==> src/rtl/conv_frame_sequencer.sv <==
// conv_frame_sequencer
// Shares one 7x7 convolution engine between two pixel sources, one whole frame
// at a time, round-robin. Each frame is preceded by an engine clear. Input and
// result pixels are counted, results are forwarded with channel and last-pixel
// tags, and a drain watchdog ends a frame whose engine has gone silent.
module conv_frame_sequencer #(
    parameter int ROWS       = 7,
    parameter int COLS       = 7,
    parameter int D_BITS     = 8,
    parameter int CLR_CYCLES = 2,
    parameter int TIMEOUT    = 1024
) (
    input  logic                  i_clk,
    input  logic                  reset_n,
    input  logic [1:0]            i_req,
    input  logic [1:0]            i_src_valid,
    input  logic [2*D_BITS-1:0]   i_src_data,
    output logic [1:0]            o_src_ready,
    output logic [1:0]            o_gnt,
    output logic                  o_eng_clr,
    output logic                  o_eng_drdy,
    output logic [D_BITS-1:0]     o_eng_data,
    input  logic                  i_eng_ready,
    input  logic                  i_eng_dvalid,
    input  logic [D_BITS-1:0]     i_eng_data,
    output logic                  o_pix_valid,
    output logic [D_BITS-1:0]     o_pix_data,
    output logic                  o_pix_ch,
    output logic                  o_pix_last,
    output logic                  o_done,
    output logic                  o_done_ch,
    output logic                  o_err
);

    localparam int IN_PIX  = ROWS * COLS;
    localparam int OUT_PIX = (ROWS - 6) * (COLS - 6);
    localparam int CNT_W   = $clog2(IN_PIX) + 1;
    localparam int WD_W    = $clog2(TIMEOUT) + 1;
    localparam int CLR_W   = $clog2(CLR_CYCLES) + 1;

    localparam logic [CNT_W-1:0] IN_LAST  = CNT_W'(IN_PIX - 1);
    localparam logic [CNT_W-1:0] OUT_FULL = CNT_W'(OUT_PIX);
    localparam logic [CNT_W-1:0] OUT_LAST = CNT_W'(OUT_PIX - 1);
    localparam logic [WD_W-1:0]  WD_LIMIT = WD_W'(TIMEOUT - 1);
    localparam logic [CLR_W-1:0] CLR_LAST = CLR_W'(CLR_CYCLES - 1);

    typedef enum logic [2:0] {
        S_IDLE,
        S_CLEAR,
        S_STREAM,
        S_DRAIN,
        S_DONE
    } state_t;

    state_t             r_state;
    state_t             w_next;
    logic               r_g;
    logic               r_rr;
    logic [1:0]         r_gnt;
    logic [CLR_W-1:0]   r_clr_cnt;
    logic [CNT_W-1:0]   r_in_cnt;
    logic [CNT_W-1:0]   r_out_cnt;
    logic [WD_W-1:0]    r_wd_cnt;
    logic               r_err;
    logic               r_pix_valid;
    logic [D_BITS-1:0]  r_pix_data;
    logic               r_pix_ch;
    logic               r_pix_last;

    logic               w_grant;
    logic               w_pick;
    logic               w_drdy;
    logic               w_capture;
    logic               w_out_full;
    logic               w_wd_expire;
    logic [D_BITS-1:0]  w_src_sel;

    // Both requesting: honour the round-robin pointer; otherwise the lone requester.
    assign w_grant     = (r_state == S_IDLE) && (i_req != 2'b00);
    assign w_pick      = (i_req == 2'b11) ? r_rr : i_req[1];
    assign w_src_sel   = r_g ? i_src_data[D_BITS +: D_BITS] : i_src_data[0 +: D_BITS];
    assign w_drdy      = (r_state == S_STREAM) && i_src_valid[r_g] && i_eng_ready;
    assign w_capture   = ((r_state == S_STREAM) || (r_state == S_DRAIN)) &&
                         i_eng_dvalid && (r_out_cnt < OUT_FULL);
    // Counts the result arriving this cycle, so DONE lines up with o_pix_last.
    assign w_out_full  = (r_out_cnt == OUT_FULL) || (w_capture && (r_out_cnt == OUT_LAST));
    assign w_wd_expire = (r_wd_cnt == WD_LIMIT) && !i_eng_dvalid;

    // State register.
    always_ff @(posedge i_clk or negedge reset_n) begin
        if (!reset_n) begin
            r_state <= S_IDLE;
        end else begin
            // NOTE: non-blocking assignments in clocked blocks so every register
            // samples pre-edge values regardless of block ordering.
            r_state <= w_next;
        end
    end

    // Next-state decode and the combinational engine/source handshake.
    always_comb begin
        // NOTE: every output of this block gets a default first; a path that
        // leaves one unassigned would infer a latch.
        w_next      = r_state;
        o_src_ready = 2'b00;
        o_eng_drdy  = 1'b0;
        o_eng_data  = '0;
        o_eng_clr   = 1'b0;
        o_done      = 1'b0;
        o_done_ch   = 1'b0;
        o_err       = 1'b0;
        case (r_state)
            S_IDLE: begin
                if (w_grant) w_next = S_CLEAR;
            end
            S_CLEAR: begin
                o_eng_clr = 1'b1;
                if (r_clr_cnt == CLR_LAST) w_next = S_STREAM;
            end
            S_STREAM: begin
                o_src_ready[r_g] = i_eng_ready;
                o_eng_drdy       = w_drdy;
                o_eng_data       = w_src_sel;
                if (w_drdy && (r_in_cnt == IN_LAST)) w_next = S_DRAIN;
            end
            S_DRAIN: begin
                if (w_out_full || w_wd_expire) w_next = S_DONE;
            end
            S_DONE: begin
                o_done    = 1'b1;
                o_done_ch = r_g;
                o_err     = r_err;
                w_next    = S_IDLE;
            end
            default: w_next = S_IDLE;
        endcase
    end

    // Grant, channel latch and round-robin pointer.
    always_ff @(posedge i_clk or negedge reset_n) begin
        if (!reset_n) begin
            r_g   <= 1'b0;
            r_rr  <= 1'b0;
            r_gnt <= 2'b00;
        end else if (w_grant) begin
            r_g   <= w_pick;
            r_gnt <= w_pick ? 2'b10 : 2'b01;
        end else if (r_state == S_DONE) begin
            r_gnt <= 2'b00;
            r_rr  <= ~r_g;
        end
    end

    // Frame counters and watchdog; all restart at each grant.
    always_ff @(posedge i_clk or negedge reset_n) begin
        if (!reset_n) begin
            r_clr_cnt <= '0;
            r_in_cnt  <= '0;
            r_out_cnt <= '0;
            r_wd_cnt  <= '0;
            r_err     <= 1'b0;
        end else if (w_grant) begin
            r_clr_cnt <= '0;
            r_in_cnt  <= '0;
            r_out_cnt <= '0;
            r_wd_cnt  <= '0;
            r_err     <= 1'b0;
        end else begin
            if (r_state == S_CLEAR) r_clr_cnt <= r_clr_cnt + 1'b1;
            if (w_drdy)             r_in_cnt  <= r_in_cnt + 1'b1;
            if (w_capture)          r_out_cnt <= r_out_cnt + 1'b1;
            if (i_eng_dvalid)               r_wd_cnt <= '0;
            else if (r_state == S_DRAIN)    r_wd_cnt <= r_wd_cnt + 1'b1;
            if ((r_state == S_DRAIN) && !w_out_full && w_wd_expire) r_err <= 1'b1;
        end
    end

    // Result forwarding register, one cycle behind i_eng_dvalid.
    always_ff @(posedge i_clk or negedge reset_n) begin
        if (!reset_n) begin
            // NOTE: the data register is reset too so every output reads 0
            // during reset; this is a single word, not a memory array.
            r_pix_valid <= 1'b0;
            r_pix_data  <= '0;
            r_pix_ch    <= 1'b0;
            r_pix_last  <= 1'b0;
        end else begin
            r_pix_valid <= w_capture;
            if (w_capture) begin
                r_pix_data <= i_eng_data;
                r_pix_ch   <= r_g;
                r_pix_last <= (r_out_cnt == OUT_LAST);
            end else begin
                r_pix_last <= 1'b0;
            end
        end
    end

    assign o_gnt       = r_gnt;
    assign o_pix_valid = r_pix_valid;
    assign o_pix_data  = r_pix_data;
    assign o_pix_ch    = r_pix_ch;
    assign o_pix_last  = r_pix_last;

endmodule
==> config.mk <==
export PLATFORM = sky130hd
export DESIGN_NAME = conv_frame_sequencer
export DESIGN_NICKNAME = d
export VERILOG_FILES = /design/src/rtl/conv_frame_sequencer.sv
export SDC_FILE = /design/constraint.sdc
export NUM_CORES = 1
export LEC_CHECK = 0
export ABC_AREA = 1
export CAP_MARGIN = 30
export CORE_AREA = 2 2 73 75
export DETAILED_ROUTE_END_ITERATION = 6
export DIE_AREA = 0 0 75 77
export PLACE_DENSITY = 0.78
export SYNTH_ARGS = -nofsm -noshare
export SYNTH_HDL_FRONTEND = slang
export SYNTH_SLANG_ARGS = --single-unit
==> constraint.sdc <==
create_clock -name i_clk -period 1.45 [get_ports i_clk]
set_input_delay 0.2175 -clock i_clk [delete_from_list [all_inputs] [get_ports i_clk]]
set_output_delay 0.2175 -clock i_clk [all_outputs]
set_load 0.03 [all_outputs]
# Yosys cells after proc, flatten, opt, wreduce, memory -nomap -nowiden
# Cells that the tools add are included.
# word_totals
output_inout_bits	28
regBits	46
in_bits	32
# classes
magnitude_cmp	3
reduce_logical	27
n_addsub	4
eq_ne	13
bitwise	3
mux	33
# op_table
cell	count
$mux 11	3
$mux 7	4
$mux 8	2
$add 7x1->7 const B	2
$mux 1	12
$mux 2	6
$mux 3	4
$pmux 3 s4	1
$reduce_bool 2->1	6
$add 11x1->11 const B	1
$eq 11x10->1 const B	1
$logic_and 1x1->1	11
$eq 7x1->1 const B	1
$eq 7x6->1 const B	1
$logic_not 7->1	1
$lt 7x1->1 const B	1
$eq 3x2->1 const B	2
$ne 2x1->1 const B	2
$ne 2x2->1 const B	2
$reduce_and 4->1	1
$eq 3x1->1 const B	1
$eq 3x3->1 const B	1
$logic_not 3->1	1
$logic_or 1x1->1	3
11 further kinds	13

# Depth between registers and ports, before layout
# Gate-level depths: netlist of the first run.
# logic_depth
depth_word	11
ltp_mapped	9
mapped_depth_nobuf	9

# Worst setup path before layout of the first run
# No wires, ideal clock.
# synth_timing
path_type	register to output
start	register r_state[1]
end	output o_done_ch
n_path_buf	1
arrival_time_ns	1.962
setup_slack_ns	-0.729
path_stages_with_launch	5
path_cell_list	dfrtp_1 buf_2 nor3_1 inv_1 nor2_1
# synth_via
elab_chain_len	2
# synth_lines
element	line_no	rtl
from (decl)	55	state_t r_state;
from (signal assigned)	96	r_state <= w_next;
$eq 3x3->1	112	case (r_state)
$mux 1	112	
to (decl)	31	output logic o_done_ch,
# Every way passes these cells.

# Final worst setup path of the first run
# Same ends and word-level chain as after synthesis.

==> results.cfg, run 1 <==
[run_status]
status = finished with violations
violations = negative setup slack

[die]
initial_core_util_pct = 48.0
core_area_sq_mm = 0.00498
dieWidth_um = 75
io_pins = 60
fp.dieH_um = 77
die-area_sq_mm = 0.00578
num_rows = 26

[synthesis]
synth_cells = 311
synth_edf_count = 0
ys.flop_type = dfrtp_1
synth_area_leader_cell = dfrtp_1
yosysWarningCount = 0
async_flop_share_pct = 100
avgSynthCellArea_sq_um = 7.68
ys_ff_latch = 46
syn_area_sq_mm = 0.00239
synth_top_area_share_pct = 48.2
ys_top_cells_by_area = dfrtp_1 48%, nand2_1 14%, inv_1 6.0%
yosysSeqAreaShare_pct = 48.2
synth_common_cells = 88 x nand2_1, 46 x dfrtp_1, 38 x inv_1
synth.net_count = 350
synthDistinctLibCells = 23
synthMostInstantiatedCell = nand2_1

[sta]
fin_crit_ns = 1.70
rsz0062_at_grt = yes
fin_crit_sh_pct = 117
slew_viol_final = 0
tightest_slew_ns = 0.333
final.setup_skew_ns = 0.00478
fmax_mhz = 589
setup_ws_ns = -0.249
finalHoldViolations = 0
final-setup-viol-count = 44
slew-limit-headroom_pct = 77.8

[placement]
place.gp.congestion = 0.794
dp_hpwl_um = 4270
portBuffers = 59
pre_cts_ws_ns = -0.0995
post-place-cells = 460

[worst_setup_path]
timing.rr.start = r_state[0]$_DFFE_PN0P_
cp_max_fo = 3
required_ns = 1.23
end_kind = output port
endpoint = o_done_ch
critPathLaunchType = flop
startpoint = r_state[1]$_DFFE_PN0P_
rr_worst_depth = 5
crit_type = reg2out
r2r_slack_ns = -0.14
worstPathArrival_ns = 1.48
r2r_end = r_state[1]$_DFFE_PN0P_

[drt]
wirelength_um = 5990
drc = 0
wl_per_cell_um = 12.4
route.met2.wl_um = 3130
via_count = 2378
viasPerCell = 4.92
antenna_left = 0
drt-met1-wl_um = 2470
wl_met3_um = 330
highest_layer = met4
drtIter0Drc = 104
dr.pass1.iters = 4

[global_route]
grt_use_total_pct = 20.7
antenna_found_initial = 0
grt_pass1_wl_um = 9440
overflow = 0
grt_max_degree = 47
grt_pass1_vias = 2252

[cts]
cts.sinks = 46
cts_max_path_buffers = 2
cts_made_buffers = 5
cts_root_buf = clkbuf_8
cts_tree = yes
clk_latency_ns = 0.30
clk_pin_slew_ns = 0.09
htreeDepth = 2

[cells_and_area]
diodes = 0
layout-drive-gt1-share_pct = 31.0
utilization_pct = 75.0
area_growth_pct = 56.4
layout.nets = 451
stdcell_count = 483

[hold_path]
hold_class = in2async

[pwr]
total_power_uw = 6740
irDropWorstVdd_v = 0.00123
powerDensity_mw_per_mm2 = 1810
p_leak_uw = 0.00187

[run]
cap_violations = 0
==> per-stage QoR <==
stage / hold slack [ns] / TNS (ns) / instance area, sq um
global route: 0.451 / -7.99 / 3730
finish: 0.414 / -4.28 / 3730
floorplan: -0.0781 / -0.481 / 2420
detailed placement: 0.217 / -1.17 / 3240
global placement: 0.212 / -0.714 / 3240
CTS: 0.434 / -5.15 / 3390
==> cell usage in the layout, fill, tap and decap left out, types with 2 or more instances in the layout <==
cell,instances
xor2_1,9
o21ai_2,6
nand3_4,2
dfrtp_1,44
nand2_2,7
buf_4,24
clkdlybuf4s50_1,30
clkbuf_8,5
nor2_4,7
nand3_1,21
and2_1,2
nor2_1,25
o21ai_0,2
nand3_2,5
nand2_4,3
dlygate4sd2_1,13
inv_4,4
a21oi_2,12
ha_1,7
buf_6,30
inv_2,11
nand2_1,78
nor2_2,3
a21oi_1,5
dfrtp_2,2
inv_1,31
o21ai_1,7
nor3_4,2
nand4_1,7
==> timing repair <==
action,CTS,global route
setup endpoints to repair,39,48
endpoints found under the hold margin,46,0
pin swaps,1,11
gates resized for setup,20,83
setup buffers,6,9
hold buffers,1,0
==> worst max-delay path: stages (launching register included) <==
cell and delay (ns):
dfrtp_2 0.45, buf_6 0.14, nor3_4 0.21, inv_2 0.12
nor2_4 0.13, buf_6 0.14
==> layout make-up <==
cell class,instances,area (sq um)
Multi-Input combinational cell,213,1250
Fill cell,341,1240
Sequential cell,46,1150
Timing Repair Buffer,100,967
Inverter,46,183
Tap cell,70,87.6
Clock buffer,5,68.8
Clock inverter,3,21.3
==> power breakdown <==
group,total [uW],internal (uW),switching [uW]
clock network,793,339,454
logic,4060,1700,2360
registers,1890,1640,254
==> cell families after synthesis <==
logic type                 synth area share (%)
buffers and inverters                      8.39
and+or+nand+nor                            29.3
adders and majority gates                  3.67
xor gates and xnor gates                   3.30
DFF                                        48.2
AOI/OAI and AO/OA                          7.13
==> per-layer routing <==
layer | vias to the layer above | global-route usage (%)
met4 | 0 | 7.32
met1 | 1120 | 26.4
met5 | - | 0
met3 | 6 | 3.55
li1 | 1185 | -
met2 | 67 | 34.7
==> state kept, by name (all words and copies together) (netlist names), 2 cells and up <==
name and flops:
r_state 3, o_gnt 2, r_clr_cnt 2, r_out_cnt 7
r_wd_cnt 11, r_in_cnt 7, o_pix_data 8
==> how the worst min path moves through the flow <==
stage,end,cells past startpoint,slack (ns)
final,o_pix_data[7]$_DFFE_PN0P_,3,0.41
after global routing,o_pix_data[1]$_DFFE_PN0P_,3,0.45
after CTS,o_pix_data[6]$_DFFE_PN0P_,3,0.43
after detailed placement,o_pix_data[7]$_DFFE_PN0P_,2,0.22
after global placement,o_pix_data[0]$_DFFE_PN0P_,2,0.21
after floorplan,o_gnt[0]$_DFFE_PN0P_,0,-0.08
(Power assumes the default switching activity.)
==> inputs of run 2 (changes only) <==
--- a/config.mk
+++ b/config.mk
@@ -10,7 +10,8 @@
 export CORE_AREA = 2 2 73 75
 export DETAILED_ROUTE_END_ITERATION = 6
 export DIE_AREA = 0 0 75 77
-export PLACE_DENSITY = 0.78
+export PLACE_DENSITY_LB_ADDON = 0.25
+export SLEW_MARGIN = 5
 export SYNTH_ARGS = -nofsm -noshare
 export SYNTH_HDL_FRONTEND = slang
 export SYNTH_SLANG_ARGS = --single-unit
==> run 2 against run 1 <==
Compared with the run above:
- the flow still finishes with violations (negative setup slack)
- flip-flop and latch count did not move
- die area unchanged
- largest cell class unchanged
- core utilization up 2.0 points
- via count rose by 1.2%
- critical endpoint unchanged
- count of clock-buffer cells in the layout rose by 1
- maximum frequency grew 3.0%
- clock power is 24% higher
- clock skew is 0.00091 ns lower
- wire length up 7.4%
- final area grew 2.6%
- critical path depth is the same
- global-route usage grew 2.4 points
==> results.cfg, run 2 (synthesis results as in run 1) <==
[hold_path]
hold_class = in2async

[global_route]
grt_pass1_vias = 2423
grt_use_total_pct = 23.1
grt_max_degree = 47
antenna_found_initial = 0
grt_pass1_wl_um = 10400
overflow = 0

[die]
dieWidth_um = 75
num_rows = 26
fp.dieH_um = 77
core_area_sq_mm = 0.00498
die-area_sq_mm = 0.00578
initial_core_util_pct = 48.0
io_pins = 60

[sta]
slew-limit-headroom_pct = 77.7
setup_ws_ns = -0.198
final-setup-viol-count = 49
hold_ws_ns = 0.405
tightest_slew_ns = 0.334
finalHoldViolations = 0
slew_viol_final = 0
fin_crit_ns = 1.65
rsz0062_at_grt = yes
fin_crit_sh_pct = 114
final.setup_skew_ns = 0.00387
fmax_mhz = 607

[pwr]
powerDensity_mw_per_mm2 = 1850
p_leak_uw = 0.00192
irDropWorstVdd_v = 0.00108

[cts]
clk_pin_slew_ns = 0.08
cts_max_path_buffers = 2
clk_latency_ns = 0.30
cts_made_buffers = 5
cts_tree = yes
cts.sinks = 46
htreeDepth = 2
cts_root_buf = clkbuf_8

[cells_and_area]
layout-drive-gt1-share_pct = 30.2
stdcell_count = 487
utilization_pct = 77.0
largest_reg_flops = 11
area_growth_pct = 60.5
layout_common_cells = 78 x nand2_1, 44 x dfrtp_1, 36 x inv_1
layout.nets = 456
diodes = 0
final_common_cell = nand2_1
top_register = r_wd_cnt

[worst_setup_path]
timing.rr.start = r_state[1]$_DFFE_PN0P_
required_ns = 1.23
cp_max_fo = 4
r2r_end = r_in_cnt[5]$_DFFE_PN0P_
critPathLaunchType = flop
worstPathArrival_ns = 1.43
rr_worst_depth = 10
r2r_slack_ns = -0.14
crit_type = reg2out
end_kind = output port

[run_status]
violations = negative setup slack
status = finished with violations

[drt]
via_count = 2406
antenna_left = 0
wl_per_cell_um = 13.2
wirelength_um = 6440
dr.pass1.iters = 4
drc = 0
viasPerCell = 4.94
drtIter0Drc = 186

[placement]
dp_hpwl_um = 4350
place.gp.congestion = 0.812
post-place-cells = 463
portBuffers = 59
pre_cts_ws_ns = -0.132

[run]
cap_violations = 0
## run 2: cell count changes in the layout (fill, tap and decap cells not counted), moves of 3 or more
cell / before / now
nand3_1: 21 / 18
nand3_2: 5 / 9
inv_2: 11 / 6
buf_8: 0 / 3
inv_1: 31 / 36
a21oi_2: 12 / 9
a21oi_1: 5 / 8
## run 2: what timing repair did
action | 4_1_cts | 5_1_grt
gates resized for setup | 56 | 46
hold buffers | 1 | 0
setup buffers | 9 | 6
endpoints found under the setup margin | 33 | 41
cloned | 1 | 0
hold endpoints to repair | 46 | 0
pin swaps | 7 | 9
## run 2: how the worst max path moves through the flow
stage                                      start  slack [ns]                  endpoint
after floorplan                  r_g$_DFFE_PN0P_       -0.08             o_eng_data[2]
after global placement              i_eng_dvalid       -0.08    r_state[0]$_DFFE_PN0P_
after detailed placement                i_req[1]       -0.13  r_wd_cnt[10]$_DFFE_PN0P_
after CTS                 r_state[1]$_DFFE_PN0P_       -0.18                 o_done_ch
after global routing      r_state[1]$_DFFE_PN0P_       -0.25                 o_done_ch
final                     r_state[1]$_DFFE_PN0P_       -0.20                 o_done_ch
## run 2: layer usage
layer	share of wire [%]	up-vias	track usage, %
met1	41	1119	28.4
met3	4.0	16	4.20
li1	-	1191	-
met5	0	-	0
met2	53	80	39.4
met4	2.3	0	8.75
## run 2: per-stage QoR
step | area [sq um] | TNS (ns) | total power, uW
floorplan | 2420 | -0.481 | 3820
global placement | 3270 | -1.35 | 5210
detailed placement | 3270 | -1.73 | 5300
CTS | 3610 | -2.71 | 6680
global route | 3830 | -6.54 | 7560
finish | 3830 | -4.15 | 7110
## run 2: critical path, stage by stage, from the launching register on
cell     delay [ns]
dfrtp_2        0.45
buf_6          0.13
nor3_4         0.20
inv_2          0.11
nor2_4         0.11
buf_6          0.14
## run 2: area by class of cell
| class | instances | area, sq um |
|---|---|---|
| fill | 342 | 1140 |
| sequential | 46 | 1150 |
| timing repair buffer | 104 | 1020 |
| clock inverter | 1 | 30.0 |
| inverter | 46 | 185 |
| multi-input combinational | 214 | 1270 |
| tap | 70 | 87.6 |
| clock buffer | 6 | 82.6 |
## run 2: report_power, final
group | switching (uW) | leakage [uW] | internal, uW
Combinational | 2420 | 0.00125 | 1820
Sequential | 251 | 0.000609 | 1640
Clock | 430 | 0.0000573 | 552
